`config.mk`:
```
export PLATFORM = sky130hd
export DESIGN_NAME = fir_xifu_ctrl
export DESIGN_NICKNAME = d
export VERILOG_FILES = /design/src/rtl/fir_xifu_pkg.sv /design/src/rtl/fir_xifu_ctrl_perf.sv /design/src/rtl/fir_xifu_ctrl.sv
export SDC_FILE = /design/constraint.sdc
export NUM_CORES = 1
export LEC_CHECK = 0
export CORE_MARGIN = 1
export CORE_UTILIZATION = 40
export DETAILED_ROUTE_END_ITERATION = 12
export PLACE_DENSITY = 0.76
export SLEW_MARGIN = 20
export SYNTH_ARGS = -nofsm -noshare
export SYNTH_HDL_FRONTEND = slang
export SYNTH_SLANG_ARGS = --single-unit
```
`constraint.sdc`:
```
create_clock -name clk_i -period 5 [get_ports clk_i]
set_clock_uncertainty 0.1 [all_clocks]
set_input_delay 1.25 -clock clk_i [delete_from_list [all_inputs] [get_ports clk_i]]
set_output_delay 1.25 -clock clk_i [all_outputs]
set_load 0.1 [all_outputs]
```
`src/rtl/fir_xifu_pkg.sv`:
```
// Shared types for the FIR XIFU controller: scoreboard entry state, entry layout, perf counter bank shape.
package fir_xifu_pkg;

  localparam int XIF_ID_W    = 4;
  localparam int NB_PERF_CNT = 4;
  localparam int PERF_CNT_W  = 32;

  localparam int PERF_ISSUE = 0;
  localparam int PERF_WRITE = 1;
  localparam int PERF_DROP  = 2;
  localparam int PERF_STALL = 3;

  typedef enum logic [1:0] {
    SB_FREE      = 2'd0,
    SB_ISSUED    = 2'd1,
    SB_COMMITTED = 2'd2,
    SB_KILLED    = 2'd3
  } sb_state_e;

  typedef struct packed {
    sb_state_e             state;
    logic [XIF_ID_W-1:0]   id;
  } sb_entry_t;

  typedef struct packed {
    logic                  valid;
    logic [XIF_ID_W-1:0]   id;
  } id2ctrl_t;

endpackage

```
`src/rtl/fir_xifu_ctrl_perf.sv`:
```
// Saturating event counter bank for the XIFU controller; cleared only by reset.
module fir_xifu_ctrl_perf
  import fir_xifu_pkg::*;
(
  input  logic                                clk_i,
  input  logic                                rst_i,
  input  logic [NB_PERF_CNT-1:0]              inc_i,
  output logic [NB_PERF_CNT*PERF_CNT_W-1:0]   perf_o
);

  logic [PERF_CNT_W-1:0] r_cnt [NB_PERF_CNT];

  always_ff @(posedge clk_i or posedge rst_i) begin
    if (rst_i) begin
      for (int i = 0; i < NB_PERF_CNT; i++) r_cnt[i] <= '0;
    end else begin
      for (int i = 0; i < NB_PERF_CNT; i++) begin
        if (inc_i[i] && (r_cnt[i] != '1)) r_cnt[i] <= r_cnt[i] + 1'b1;
      end
    end
  end

  always_comb begin
    perf_o = '0;
    for (int i = 0; i < NB_PERF_CNT; i++) perf_o[i*PERF_CNT_W +: PERF_CNT_W] = r_cnt[i];
  end

endmodule

```
`src/rtl/fir_xifu_ctrl.sv`:
```
// In-order issue/commit/writeback scoreboard for the FIR XIFU pipeline.
// Build option: define FIR_XIFU_CTRL_PERF_EN to instantiate the perf counter bank on perf_o.
module fir_xifu_ctrl
  import fir_xifu_pkg::*;
#(
  parameter int NB_ENTRIES = 4,
  parameter int ID_WIDTH   = 4
) (
  input  logic                               clk_i,
  input  logic                               rst_i,
  input  logic                               clear_i,
  input  logic                               issue_valid_i,
  input  logic [ID_WIDTH-1:0]                issue_id_i,
  input  logic                               commit_valid_i,
  input  logic [ID_WIDTH-1:0]                commit_id_i,
  input  logic                               commit_kill_i,
  input  logic                               wb_req_i,
  input  logic [ID_WIDTH-1:0]                wb_id_i,
  output logic                               ready_o,
  output logic                               wb_we_o,
  output logic                               wb_drop_o,
  output logic                               busy_o,
  output logic                               err_o,
  output logic [NB_PERF_CNT*PERF_CNT_W-1:0]  perf_o
);

  localparam int PTR_W = $clog2(NB_ENTRIES);
  localparam int CNT_W = PTR_W + 1;
  localparam logic [CNT_W-1:0] FULL_CNT = CNT_W'(NB_ENTRIES);

  typedef struct packed {
    sb_state_e           state;
    logic [ID_WIDTH-1:0] id;
  } entry_t;

  entry_t           r_ent [NB_ENTRIES];
  logic [PTR_W-1:0] r_head, r_tail;
  logic [CNT_W-1:0] r_count;
  logic             r_busy, r_err;

  logic             w_cmt_hit, w_cmt_act, w_cmt_ok, w_cmt_err;
  logic [PTR_W-1:0] w_cmt_idx, w_scan;
  sb_state_e        w_cmt_state, w_head_state;
  logic             w_empty, w_full, w_wb_act, w_wb_ok, w_wb_err;
  logic             w_stall, w_fire, w_retire;
  logic [CNT_W-1:0] w_count_nxt;

  // Oldest matching live entry wins, so duplicate ids resolve in program order.
  always_comb begin
    w_cmt_hit = 1'b0;
    w_cmt_idx = '0;
    w_scan    = r_head;
    for (int k = 0; k < NB_ENTRIES; k++) begin
      if (!w_cmt_hit && (r_ent[w_scan].state != SB_FREE) && (r_ent[w_scan].id == commit_id_i)) begin
        w_cmt_hit = 1'b1;
        w_cmt_idx = w_scan;
      end
      w_scan = w_scan + 1'b1;
    end
  end

  assign w_cmt_act   = commit_valid_i & ~clear_i;
  assign w_cmt_ok    = w_cmt_act & w_cmt_hit & (r_ent[w_cmt_idx].state == SB_ISSUED);
  assign w_cmt_err   = w_cmt_act & ~w_cmt_ok;
  assign w_cmt_state = commit_kill_i ? SB_KILLED : SB_COMMITTED;

  // Same-cycle commit to the head is seen by writeback as already applied.
  assign w_head_state = (w_cmt_ok && (w_cmt_idx == r_head)) ? w_cmt_state : r_ent[r_head].state;

  assign w_empty  = (r_count == '0);
  assign w_full   = (r_count == FULL_CNT);
  assign w_wb_act = wb_req_i & ~clear_i;
  assign w_wb_ok  = w_wb_act & ~w_empty & (wb_id_i == r_ent[r_head].id);
  assign w_wb_err = w_wb_act & ~w_wb_ok;

  assign wb_we_o   = w_wb_ok & (w_head_state == SB_COMMITTED);
  assign wb_drop_o = w_wb_ok & (w_head_state == SB_KILLED);
  assign w_stall   = w_wb_ok & (w_head_state == SB_ISSUED);
  assign w_retire  = wb_we_o | wb_drop_o;

  // Handshake: an issue is accepted on a cycle where issue_valid_i and ready_o are both high;
  // ready_o never looks at issue_valid_i, and a retire frees its slot only from the next cycle.
  assign ready_o = ~w_full & ~w_stall;
  assign w_fire  = issue_valid_i & ready_o & ~clear_i;

  assign w_count_nxt = r_count + {{PTR_W{1'b0}}, w_fire} - {{PTR_W{1'b0}}, w_retire};

  always_ff @(posedge clk_i or posedge rst_i) begin
    if (rst_i) begin
      for (int i = 0; i < NB_ENTRIES; i++) r_ent[i] <= '{state: SB_FREE, id: '0};
      r_head  <= '0;
      r_tail  <= '0;
      r_count <= '0;
      r_busy  <= 1'b0;
      r_err   <= 1'b0;
    end else begin
      if (w_cmt_err | w_wb_err) r_err <= 1'b1;
      if (clear_i) begin
        for (int i = 0; i < NB_ENTRIES; i++) r_ent[i].state <= SB_FREE;
        r_head  <= '0;
        r_tail  <= '0;
        r_count <= '0;
        r_busy  <= 1'b0;
      end else begin
        if (w_cmt_ok) r_ent[w_cmt_idx].state <= w_cmt_state;
        if (w_retire) begin
          r_ent[r_head].state <= SB_FREE;
          r_head              <= r_head + 1'b1;
        end
        if (w_fire) begin
          r_ent[r_tail] <= '{state: SB_ISSUED, id: issue_id_i};
          r_tail        <= r_tail + 1'b1;
        end
        r_count <= w_count_nxt;
        r_busy  <= (w_count_nxt != '0);
      end
    end
  end

  assign busy_o = r_busy;
  assign err_o  = r_err;

`ifdef FIR_XIFU_CTRL_PERF_EN
  logic [NB_PERF_CNT-1:0] w_perf_inc;

  always_comb begin
    w_perf_inc             = '0;
    w_perf_inc[PERF_ISSUE] = w_fire;
    w_perf_inc[PERF_WRITE] = wb_we_o;
    w_perf_inc[PERF_DROP]  = wb_drop_o;
    w_perf_inc[PERF_STALL] = w_stall;
  end

  fir_xifu_ctrl_perf u_perf (
    .clk_i  (clk_i),
    .rst_i  (rst_i),
    .inc_i  (w_perf_inc),
    .perf_o (perf_o)
  );
`else
  assign perf_o = '0;
`endif

endmodule

```
==> flow_summary.yaml, run 1 <==
detailed_routing:
  routedWlPerCell_um: 13.6
  vias: 2750
  maxUsedRoutingLayer: "met4"
  route.met2.wl_um: 4300
  vias_per_cell: 4.68
  detail-route-antenna-nets: 0
  drtPass1Iterations: 5
  route.met3.wl_um: 445
  drtIter0Drc: 126
  wirelength_met1_um: 2830
  drc: 0
  drt-total-wl_um: 7970
clocking:
  cts_htree_levels: 2
  clk_pin_slew_ns: 0.07
  cts_tree: "yes"
  clockBufferDepth: 2
  root_buffer: "clkbuf_8"
  clkLatencyLatePin_ns: 0.28
  cts_made_buffers: 5
  clock-sinks: 33
  hold_buffers: 0
yosys:
  synth_warnings: 0
  yosysSeqAreaShare: 0.212
  async_flop_share: 1.00
  synth.ff_latch_count: 33
  synth_cells: 397
  synth_cell_type_count: 64
  syn_area_per_cell_sq_um: 9.79
  syn_area_sq_mm: 0.00389
  ys.flop_type: "dfrtp_1"
  synth-edff-count: 0
power_and_ir_drop:
  total_power_mw: 1.44
  p_int_uw: 682
  power.switching_uw: 761
  swShare: 0.527
  clkPwrFrac: 0.176
  vdd_drop_max_mv: 0.304
  power_frac_comb: 0.554
  p_per_area_mw_per_mm2: 336
  p_leak_nw: 1.94
  pwr-share-seq: 0.270
global_route:
  track_usage: 0.165
  grt_pass1_vias: 2620
  grt_max_degree: 26
  antenna_found_initial: 0
  overflow: 0
  grt_pass1_wl_um: 12900
cells_and_area:
  drive_gt1_frac: 0.244
  final_area_sq_mm: 0.00429
  layout_commonest_cell: "conb_1"
  antenna_cells: 0
  nets: 488
  layout_common_cells: "conb_1, buf_4, dfrtp_1"
  fill_cells: 858
  area_growth_pct: 10.4
sta:
  period_needed_ns: 5.35
  setup_viol: 3
  tightestPinTransition_ns: 0.969
  max_freq_ghz: 0.187
  maxSlewViolCount: 0
  slew_headroom: 0.352
  min_period_over_period: 1.07
  fin_ws_ns: -0.350
  rsz0062_at_grt: "true"
  final-hold-violation-count: 0
floorplanning:
  fp.dieArea_sq_mm: 0.0101
  num_rows: 35
  initial_core_util: 0.417
  die_x_um: 101
  die_h_um: 101
  core_area_sq_mm: 0.00933
  pin_count: 152
worst_setup_path:
  critPathCaptureType: "output pin"
  rr_worst_depth: 23
  crit_required_ns: 3.65
  rr_startpoint: "r_head[0]$_DFFE_PP0P_"
  crit_fanout: 5
  arrival_ns: 4.00
  crit_type: "reg -> out"
  startpoint_type: "flip-flop"
  r2r_end: "busy_o$_DFF_PP0_"
  rrSetupSlack_ns: 0.06
placed_design:
  place_area_sq_mm: 0.00409
  hpwlAfterDp_um: 6470
  io_buffers: 23
  place.gp.congestion: 0.888
min_path:
  holdPathEnd: "err_o$_DFFE_PP0P_"
  holdPathStages: 1
  hold_class: "reg -> reg"
  hold_start: "err_o$_DFFE_PP0P_"
flow_run:
  drv_cap: 0
run_status:
  outcome: "complete, but fails checks"
  failed_checks: "negative setup slack"
-- routing by layer --
layer  vias to the layer above  GRT usage
met4                         0      0.117
met3                        26     0.0229
li1                       1253          -
met1                      1319      0.179
met5                         -          0
met2                       152      0.296
-- how the worst max path moves through the flow --
stage,start,to,slack [ns]
6_report,r_head[0]$_DFFE_PP0P_,wb_drop_o,-0.35
5_1_grt,r_head[0]$_DFFE_PP0P_,wb_we_o,-0.47
2_1_floorplan,r_head[0]$_DFFE_PP0P_,wb_we_o,-0.53
3_3_place_gp,commit_id_i[0],wb_drop_o,-0.51
4_1_cts,r_head[0]$_DFFE_PP0P_,wb_drop_o,-0.29
3_5_place_dp,commit_id_i[0],wb_drop_o,-0.59
-- area by class of cell --
type / count / area, sq um / share of cell area
multi-input combinational: 333 / 2490 / 0.580
sequential: 33 / 827 / 0.193
timing repair buffer: 72 / 642 / 0.150
tap: 129 / 161 / 0.0376
clock buffer: 7 / 86.3 / 0.0201
inverter: 13 / 56.3 / 0.0131
clock inverter: 1 / 30.0 / 0.00700
-- flip-flops by register name (all words and copies together), names as in the netlist --
signal,count
r_tail,2
r_ent,24
r_count,3
r_head,2
busy_o,1
err_o,1
-- per-stage QoR --
step                      hold WS, ns  setup slack (ns)   util  cells  TNS (ns)
after floorplan                 0.405            -0.532      -    524    -0.962
after global routing            0.430            -0.468  0.460    588     -1.66
after global placement          0.364            -0.511  0.438    573     -2.27
after detailed placement        0.371            -0.590  0.438    573     -2.94
after CTS                       0.389            -0.290  0.455    584    -0.825
final                           0.383            -0.350  0.460    588    -0.962
-- worst max-delay path, cell delays in order (launching register included) --
cell and delay, ns:
dfrtp_2 0.42, inv_8 0.04, ha_4 0.27, buf_12 0.11, mux4_2 0.54, xor2_2 0.18
nor3_4 0.21, a211oi_2 0.11, or4bb_1 0.50, a22oi_2 0.31, a32oi_4 0.09, or4_4 0.56
and3_4 0.20, buf_12 0.16
-- logic make-up after synthesis --
logic type | Yosys count | synth area share
adder cells (fa/ha/maj) | 11 | 0.0373
other | 1 | 0.000965
multiplexers | 42 | 0.178
XOR/XNOR | 23 | 0.0518
AO/OA/AOI/OAI | 52 | 0.119
flip-flops | 33 | 0.212
AND/OR/NAND/NOR | 77 | 0.113
buffers and inverters | 158 | 0.288
-- power by group through the flow --
stage / Sequential, mW / Combinational (mW) / Clock, mW
after detailed placement: 0.391 / 0.791 / 0
after floorplan: 0.376 / 0.753 / 0
after global placement: 0.378 / 0.776 / 0
final: 0.390 / 0.799 / 0.254
after global routing: 0.399 / 0.841 / 0.275
after CTS: 0.387 / 0.797 / 0.262
-- synthesized netlist by cell type (2+ instances only) --
master    number  area share
ha_1          10       0.032
xnor2_1        8       0.018
nor4_1         2      0.0032
clkbuf_1       6      0.0058
nor3_1         5      0.0064
a21oi_1       11       0.014
or4_1          2      0.0039
and3_1         9       0.014
buf_2          3      0.0039
nand3_1        7      0.0090
a31oi_1        2      0.0032
o41ai_1        3      0.0068
nand2b_1       5      0.0080
mux2i_1        5       0.013
o31ai_1        5      0.0097
and2_1         2      0.0032
buf_4        133        0.26
nor2_1        20       0.019
o21ai_0        8       0.010
mux2_1        17       0.049
nor2b_1        2      0.0032
dfrtp_1       33        0.21
inv_1         12       0.012
nand2_1       10      0.0097
nor4_2         2      0.0064
mux4_2        20        0.12
or2_2          2      0.0032
xor2_1        15       0.034
buf_6          3      0.0087
-- repair_timing --
action | CTS | global route
resized for setup | 10 | 4
pin swaps | 8 | 5
endpoints found under the setup margin | 5 | 5
setup buffers | 3 | 4
No activity file was read; power rests on OpenSTA's default activity.
==> run 2: changes to the inputs <==
--- a/config.mk
+++ b/config.mk
@@ -8,6 +8,7 @@
 export CORE_MARGIN = 1
 export CORE_UTILIZATION = 40
 export DETAILED_ROUTE_END_ITERATION = 12
+export HOLD_SLACK_MARGIN = 0.02
 export PLACE_DENSITY = 0.76
 export SLEW_MARGIN = 20
 export SYNTH_ARGS = -nofsm -noshare
==> results of run 2 <==
The final DEF is identical to that of run 1; final timing and power are the same.
